## src/rtl/wash_phase_timer_if.sv

```systemverilog
// Actuator/status bundle between the wash controller and the phase timer.
// The controller side is master; the timer is slave.
interface wash_phase_timer_if;
    logic       door_lock;
    logic       fill_valve_on;
    logic       detergent_valve_on;
    logic       motor_on;
    logic       drain_valve_on;
    logic       spin_motor_on;
    logic       filled;
    logic       detergent_added;
    logic       wash_done;
    logic       drained_1;
    logic       rinse_filled;
    logic       drained_2;
    logic       spin_done;
    logic [3:0] phase;
    logic       cycle_complete;
    logic       abort;

    modport master (
        output door_lock, fill_valve_on, detergent_valve_on,
        output motor_on, drain_valve_on, spin_motor_on,
        input  filled, detergent_added, wash_done, drained_1,
        input  rinse_filled, drained_2, spin_done,
        input  phase, cycle_complete, abort
    );

    modport slave (
        input  door_lock, fill_valve_on, detergent_valve_on,
        input  motor_on, drain_valve_on, spin_motor_on,
        output filled, detergent_added, wash_done, drained_1,
        output rinse_filled, drained_2, spin_done,
        output phase, cycle_complete, abort
    );
endinterface

```

## src/rtl/wash_phase_timer.sv

```systemverilog
// Timer-based plant model for the wash controller: counts active actuator
// cycles per phase and raises that phase's done flag after its duration.
module wash_phase_timer #(
    parameter int CNT_W        = 8,
    parameter int FILL_CYCLES  = 16,
    parameter int DET_CYCLES   = 4,
    parameter int WASH_CYCLES  = 32,
    parameter int DRAIN_CYCLES = 12,
    parameter int RINSE_CYCLES = 16,
    parameter int SPIN_CYCLES  = 24
) (
    input logic                clk,
    input logic                reset,
    wash_phase_timer_if.slave  bus
);
    localparam int MAX_LIM = (1 << CNT_W) - 1;

    generate
        if (FILL_CYCLES < 1 || FILL_CYCLES > MAX_LIM ||
            DET_CYCLES < 1 || DET_CYCLES > MAX_LIM ||
            WASH_CYCLES < 1 || WASH_CYCLES > MAX_LIM ||
            DRAIN_CYCLES < 1 || DRAIN_CYCLES > MAX_LIM ||
            RINSE_CYCLES < 1 || RINSE_CYCLES > MAX_LIM ||
            SPIN_CYCLES < 1 || SPIN_CYCLES > MAX_LIM) begin : g_bad_cfg
            $error("wash_phase_timer: duration outside 1..2^CNT_W-1");
        end
    endgenerate

    localparam logic [CNT_W-1:0] FILL_LAST  = CNT_W'(FILL_CYCLES - 1);
    localparam logic [CNT_W-1:0] DET_LAST   = CNT_W'(DET_CYCLES - 1);
    localparam logic [CNT_W-1:0] WASH_LAST  = CNT_W'(WASH_CYCLES - 1);
    localparam logic [CNT_W-1:0] DRAIN_LAST = CNT_W'(DRAIN_CYCLES - 1);
    localparam logic [CNT_W-1:0] RINSE_LAST = CNT_W'(RINSE_CYCLES - 1);
    localparam logic [CNT_W-1:0] SPIN_LAST  = CNT_W'(SPIN_CYCLES - 1);

    typedef enum logic [3:0] {
        S_IDLE   = 4'd0,
        S_FILL   = 4'd1,
        S_DET    = 4'd2,
        S_WASH   = 4'd3,
        S_DRAIN1 = 4'd4,
        S_RINSE  = 4'd5,
        S_DRAIN2 = 4'd6,
        S_SPIN   = 4'd7,
        S_DONE   = 4'd8
    } state_t;

    state_t           state_q, state_d;
    logic [CNT_W-1:0] cnt_q, cnt_d;
    logic             flag_q, flag_d;
    logic             abort_q, abort_d;
    logic             act;
    logic [CNT_W-1:0] last;

    always_ff @(posedge clk or negedge reset) begin
        if (!reset) begin
            state_q <= S_IDLE;
            cnt_q   <= '0;
            flag_q  <= 1'b0;
            abort_q <= 1'b0;
        end else begin
            state_q <= state_d;
            cnt_q   <= cnt_d;
            flag_q  <= flag_d;
            abort_q <= abort_d;
        end
    end

    always_comb begin
        act  = 1'b0;
        last = '0;
        unique case (state_q)
            S_FILL: begin
                act  = bus.fill_valve_on;
                last = FILL_LAST;
            end
            S_DET: begin
                act  = bus.detergent_valve_on;
                last = DET_LAST;
            end
            S_WASH: begin
                act  = bus.motor_on;
                last = WASH_LAST;
            end
            S_DRAIN1, S_DRAIN2: begin
                act  = bus.drain_valve_on;
                last = DRAIN_LAST;
            end
            S_RINSE: begin
                act  = bus.fill_valve_on;
                last = RINSE_LAST;
            end
            S_SPIN: begin
                act  = bus.spin_motor_on;
                last = SPIN_LAST;
            end
            default: begin
                act  = 1'b0;
                last = '0;
            end
        endcase
    end

    always_comb begin
        state_d = state_q;
        cnt_d   = cnt_q;
        flag_d  = flag_q;
        abort_d = 1'b0;
        unique case (state_q)
            S_IDLE: begin
                // The request cycle itself is the first active fill cycle.
                if (bus.door_lock && bus.fill_valve_on) begin
                    state_d = S_FILL;
                    cnt_d   = CNT_W'(1);
                    flag_d  = (FILL_LAST == '0);
                end
            end
            S_DONE: begin
                if (!bus.door_lock)
                    state_d = S_IDLE;
            end
            default: begin
                if (!bus.door_lock) begin
                    state_d = S_IDLE;
                    cnt_d   = '0;
                    flag_d  = 1'b0;
                    abort_d = 1'b1;
                end else if (flag_q) begin
                    if (!act) begin
                        state_d = state_t'(state_q + 4'd1);
                        cnt_d   = '0;
                        flag_d  = 1'b0;
                    end
                end else if (act) begin
                    cnt_d  = cnt_q + 1'b1;
                    flag_d = (cnt_q == last);
                end
            end
        endcase
    end

    always_comb begin
        bus.phase           = state_q;
        bus.cycle_complete  = (state_q == S_DONE);
        bus.abort           = abort_q;
        bus.filled          = flag_q && (state_q == S_FILL);
        bus.detergent_added = flag_q && (state_q == S_DET);
        bus.wash_done       = flag_q && (state_q == S_WASH);
        bus.drained_1       = flag_q && (state_q == S_DRAIN1);
        bus.rinse_filled    = flag_q && (state_q == S_RINSE);
        bus.drained_2       = flag_q && (state_q == S_DRAIN2);
        bus.spin_done       = flag_q && (state_q == S_SPIN);
    end
endmodule
```

## src/flat_wrapper.sv

```systemverilog
// flat-port wrapper written by rule: the top's interface ports become plain ports
module wash_phase_timer_flat 
#(
    parameter int CNT_W        = 8,
    parameter int FILL_CYCLES  = 16,
    parameter int DET_CYCLES   = 4,
    parameter int WASH_CYCLES  = 32,
    parameter int DRAIN_CYCLES = 12,
    parameter int RINSE_CYCLES = 16,
    parameter int SPIN_CYCLES  = 24
)
  (clk, reset, bus_door_lock, bus_fill_valve_on, bus_detergent_valve_on, bus_motor_on, bus_drain_valve_on, bus_spin_motor_on, bus_filled, bus_detergent_added, bus_wash_done, bus_drained_1, bus_rinse_filled, bus_drained_2, bus_spin_done, bus_phase, bus_cycle_complete, bus_abort);
  wash_phase_timer_if bus_i ();
  input logic clk;
  input logic reset;
  input wire logic [$bits(bus_i.door_lock)-1:0] bus_door_lock;
  input wire logic [$bits(bus_i.fill_valve_on)-1:0] bus_fill_valve_on;
  input wire logic [$bits(bus_i.detergent_valve_on)-1:0] bus_detergent_valve_on;
  input wire logic [$bits(bus_i.motor_on)-1:0] bus_motor_on;
  input wire logic [$bits(bus_i.drain_valve_on)-1:0] bus_drain_valve_on;
  input wire logic [$bits(bus_i.spin_motor_on)-1:0] bus_spin_motor_on;
  output wire logic [$bits(bus_i.filled)-1:0] bus_filled;
  output wire logic [$bits(bus_i.detergent_added)-1:0] bus_detergent_added;
  output wire logic [$bits(bus_i.wash_done)-1:0] bus_wash_done;
  output wire logic [$bits(bus_i.drained_1)-1:0] bus_drained_1;
  output wire logic [$bits(bus_i.rinse_filled)-1:0] bus_rinse_filled;
  output wire logic [$bits(bus_i.drained_2)-1:0] bus_drained_2;
  output wire logic [$bits(bus_i.spin_done)-1:0] bus_spin_done;
  output wire logic [$bits(bus_i.phase)-1:0] bus_phase;
  output wire logic [$bits(bus_i.cycle_complete)-1:0] bus_cycle_complete;
  output wire logic [$bits(bus_i.abort)-1:0] bus_abort;
  assign bus_i.door_lock = bus_door_lock;
  assign bus_i.fill_valve_on = bus_fill_valve_on;
  assign bus_i.detergent_valve_on = bus_detergent_valve_on;
  assign bus_i.motor_on = bus_motor_on;
  assign bus_i.drain_valve_on = bus_drain_valve_on;
  assign bus_i.spin_motor_on = bus_spin_motor_on;
  assign bus_filled = bus_i.filled;
  assign bus_detergent_added = bus_i.detergent_added;
  assign bus_wash_done = bus_i.wash_done;
  assign bus_drained_1 = bus_i.drained_1;
  assign bus_rinse_filled = bus_i.rinse_filled;
  assign bus_drained_2 = bus_i.drained_2;
  assign bus_spin_done = bus_i.spin_done;
  assign bus_phase = bus_i.phase;
  assign bus_cycle_complete = bus_i.cycle_complete;
  assign bus_abort = bus_i.abort;
  wash_phase_timer #(.CNT_W(CNT_W), .FILL_CYCLES(FILL_CYCLES), .DET_CYCLES(DET_CYCLES), .WASH_CYCLES(WASH_CYCLES), .DRAIN_CYCLES(DRAIN_CYCLES), .RINSE_CYCLES(RINSE_CYCLES), .SPIN_CYCLES(SPIN_CYCLES)) u_core (.clk(clk), .reset(reset), .bus(bus_i));
endmodule
```

## config.mk

```make
export PLATFORM = sky130hd
export DESIGN_NAME = wash_phase_timer_flat
export DESIGN_NICKNAME = d
export VERILOG_FILES = /design/src/rtl/wash_phase_timer_if.sv /design/src/rtl/wash_phase_timer.sv /design/src/flat_wrapper.sv
export SDC_FILE = /design/constraint.sdc
export NUM_CORES = 1
export LEC_CHECK = 0
export CAP_MARGIN = 20
export CORE_UTILIZATION = 32
export DETAILED_ROUTE_END_ITERATION = 12
export GPL_ROUTABILITY_DRIVEN = 0
export MAX_ROUTING_LAYER = met4
export PLACE_DENSITY = 0.62
export SYNTH_ARGS = -nofsm -noshare
export SYNTH_HDL_FRONTEND = slang
export SYNTH_SLANG_ARGS = --single-unit
```

## constraint.sdc

```tcl
create_clock -name clk -period 2.4 [get_ports clk]
set_input_delay 0.6 -clock clk [delete_from_list [all_inputs] [get_ports clk]]
set_output_delay 0.6 -clock clk [all_outputs]
set_load 0.05 [all_outputs]
```

==> impl.org <==
** Final layout
- Count of nets after finishing :: 187
- The area growth from synthesis to layout is 38.5%.
- Proportion of layout cells with a drive suffix above 1 :: about 23%
- Final non-filler cell total :: approximately 220
- Post-layout util :: a little under half
- Filler cell count in the final layout :: 350
- Final antenna diode count :: 0

** Power and ir drop
- For this design the static power due to leakage is 0.000679 uW.
- VDD sags by at most a little under 0.4 mV.
- Power, Total :: around 1600 uW
- For this design the ratio of total power to cell area is approximately 1000 nW/um^2.

** Global routing
- The initial antenna violation count is 0.
- The via count of the first global-routing pass was around 1200.
- Maximum number of pins on one net before global-route repair :: 18
- The first global-routing pass estimated roughly 5600 um of wire.
- Total overflow reported by the global router :: 0
- Total track usage :: a little under a fifth

** Floorplanning
- Total Die Area :: around 4000 um^2
- Top-Level Pins :: 21
- Number of rows created at floorplan :: 22
- The region available for standard cell placement spans ~3700 um^2.
- Once the floorplan was initialized, standard cells occupied about 33% of the core.
- The die is approximately 64 um wide.
- Die outline height :: 63.6 um

** Run status
- Outcome :: finished clean

** Synthesis
- Cell type with the highest aggregate area in the netlist :: dfrtp_1
- Total of warnings raised by yosys :: 0
- Gate Count Post-Synth :: 141
- The synthesized netlist occupies a cell area of 1210 um^2.
- Share of Yosys cell area claimed by the top area cell type :: a little under 30%
- Yosys attributes the largest share of cell area to dfrtp_1 29%, ha_1 5.2%, o21ai_0 4.5%, mux2i_1 4.1%, and2_1 3.6%.
- Top_reg_cell synth :: dfrtp_1
- Number of storage elements in the synthesis netlist :: 14
- Number of enable-type register cells in the synthesized netlist :: 0
- A synthesized cell averages approximately 8.6 um^2.
- The netlist uses between 40 and 50 different library cells.
- Fraction of the yosys area taken by sequential cells :: between 20% and 30%
- When the netlist entered floorplanning its net count stood at ~150.
- FFs w/ async S/R, synth :: 100%

** Timing
- Part of the cycle the worst path needs :: 95.6%
- Slew HR :: 54.3%
- Worst hold slack :: between 0.5 and 0.6 ns
- F_max :: 436 MHz
- The total count of max-transition violations in the final report came to 0.
- At the pin with the least slew margin, the transition time is 0.683 ns.
- The smallest clock period supported by the final layout is computed as 2.30 ns.
- Count of endpoints failing hold in the final timing report :: 0
- Setup repair after global routing left no endpoint under its margin.
- Setup clock skew after layout :: 0.00493 ns
- Setup violations remaining at the end of the flow were counted as 0.
- Worst setup slack after layout :: approximately 0.10 ns

** Clocking
- In this run, post-CTS hold repair placed 0 buffers.
- Clock insertion delay at the later pin of the skew report :: 0.25 ns
- Buffers inserted during clock tree synthesis total 3.
- TritonCTS built the clock tree.
- The clock net in this run drives a total of 14 sinks.
- The clock passes through at most 2 buffers.
- H-Tree Depth :: 1
- Library cell used as clock root buffer :: clkbuf_8
- Clock-pin slew was measured on the worst setup and hold paths at roughly 0.06 ns.

** Placement
- After detailed placement, the design holds a cell count of between 200 and 250.
- The wire-length estimate of the detail-placed layout is around 2600 um.
- Prior to clock tree synthesis, the placed netlist has a worst setup slack of -0.0603 ns.
- Quantity of I/O buffers inserted on ports :: 20

** Detailed routing
- For this block, the via count after detailed routing is about 1200.
- Final routed wirelength across all metal layers :: approximately 3400 um
- After detailed routing, the number of vias per cell comes to around 5.5.
- After detailed routing, the average wire length per cell comes to roughly 15 um.
- In this run the remaining antenna-violating nets after routing total 0.
- DRC violations left :: 0
- Detailed Route Iter0 Violations :: roughly 50
- Detailed-routing iteration count for the pre-antenna-repair pass :: 4

** Worst setup path
- Kind of start point of the critical path :: flop
- The number of cells on the worst reg-to-reg path is 8.
- STA classifies the critical path endpoint as an output port.
- At the worst endpoint, the required time is around 1.8 ns.
- Endpoint of the worst-slack reg-to-reg timing path :: u_core.cnt_q[3]
- Kind of critical path :: reg2out
- Worst-path fanout max :: 8
- At the worst endpoint, the arrival time is 1.70 ns.
- Worst flop-to-flop path startpoint :: u_core.bus.phase[0]
- Slack of the worst reg-to-reg path :: roughly 0.15 ns

** Hold path
- The worst hold path was traced through 2 stages.
- Type of the most critical hold path :: reg2reg
- Hold Startpoint :: u_core.bus.phase[1]
- End point of the most critical hold path :: u_core.bus.phase[1]

** Run
- The tool flagged a number of max-cap violations equal to 0.
## cell usage in the layout (no fill, tap or decap), drive strengths merged, types with 2 or more instances in the layout
cell type | synthesis | layout
a21oi | 4 | 4
a22o | 2 | 2
a31oi | 3 | 3
a32oi | 2 | 2
and2 | 7 | 7
and3 | 3 | 3
buf | 4 | 24
clkbuf | 2 | 4
clkdlybuf4s50 | 0 | 10
dfrtp | 14 | 14
ha | 5 | 5
inv | 7 | 7
mux2i | 5 | 5
nand2 | 8 | 8
nand2b | 3 | 3
nand3 | 7 | 7
nand4 | 2 | 2
nor2 | 9 | 9
nor2b | 5 | 5
nor3 | 4 | 4
nor3b | 2 | 2
nor4 | 3 | 3
nor4b | 2 | 2
o21ai | 11 | 11
o21bai | 5 | 5
o32a | 2 | 2
or2 | 2 | 2
xnor2 | 2 | 2
## worst max-delay path, stage by stage (launching register included)
cell	delay, ns
dfrtp_2	0.44
inv_1	0.11
ha_2	0.27
nand2b_1	0.11
buf_4	0.17
nor2_1	0.17
buf_12	0.17
## cells by family (layout without fill, tap and decap cells)
group	after synthesis	in the layout	synth area share, %
flip-flops	14	14	28.9
buffers and inverters	13	45	4.64
AND/OR/NAND/NOR	61	61	30.3
adder cells (fa/ha/maj)	5	5	5.15
AO/OA/AOI/OAI	39	39	23.8
XOR/XNOR	3	3	2.17
multiplexers	6	6	5.05
## per-layer routing
layer	track usage, %	share of wire (%)	vias up
li1	-	-	593
met1	23.0	45	587
met2	28.5	48	33
met3	5.07	4.8	10
met4	5.97	2.3	0
met5	-	0	-
## what timing repair did
action                     CTS  global route
gates resized for setup      0             2
hold endpoints to repair     0             0
setup buffers                0             0
setup endpoints to repair    0             5
## cell type report
cell class	instances	area (um^2)	share of cell area, %
clock buffer	4	45.0	2.68
inverter	7	26.3	1.56
multi-input combinational	114	816	48.5
sequential	14	353	21.0
tap	48	60.1	3.57
timing repair buffer	34	380	22.6
## sequential cells by signal, indices dropped and copies added (netlist names)
name and count:
u_core.bus.abort 1, u_core.bus.phase 4, u_core.cnt_q 8, u_core.flag_q 1
## stage by stage
step	setup TNS (ns)	instance area, um^2
floorplan	0	1220
global placement	0	1630
detailed placement	-0.191	1630
CTS	0	1670
global route	0	1680
finish	0	1680
## power breakdown
| part | switching, uW | internal, uW |
|---|---|---|
| Combinational | 597 | 453 |
| Clock | 90.9 | 118 |
| Sequential | 98.4 | 292 |
| Total | 786 | 863 |
## worst max-delay path by stage
stage                                    from                  to  slack, ns  cells after the start
after global routing      u_core.bus.phase[0]  bus_cycle_complete       0.01                      6
after global placement          bus_door_lock     u_core.cnt_q[7]       0.05                      6
after floorplan           u_core.bus.phase[0]     u_core.cnt_q[0]       0.07                      7
final                     u_core.bus.phase[0]  bus_cycle_complete       0.10                      6
after CTS                 u_core.bus.phase[0]     u_core.cnt_q[3]       0.03                      8
after detailed placement    bus_fill_valve_on     u_core.cnt_q[3]      -0.06                      6
## synth_stat cells (all sizes together), types with 3 or more instances
master,instances
buf,4
a21oi,4
nand2b,3
inv,7
and3,3
nor2,9
ha,5
mux2i,5
nand2,8
and2,7
nor2b,5
dfrtp,14
a31oi,3
o21ai,11
nand3,7
nor4,3
nor3,4
o21bai,5
No activity file was read; power rests on OpenSTA's default activity.
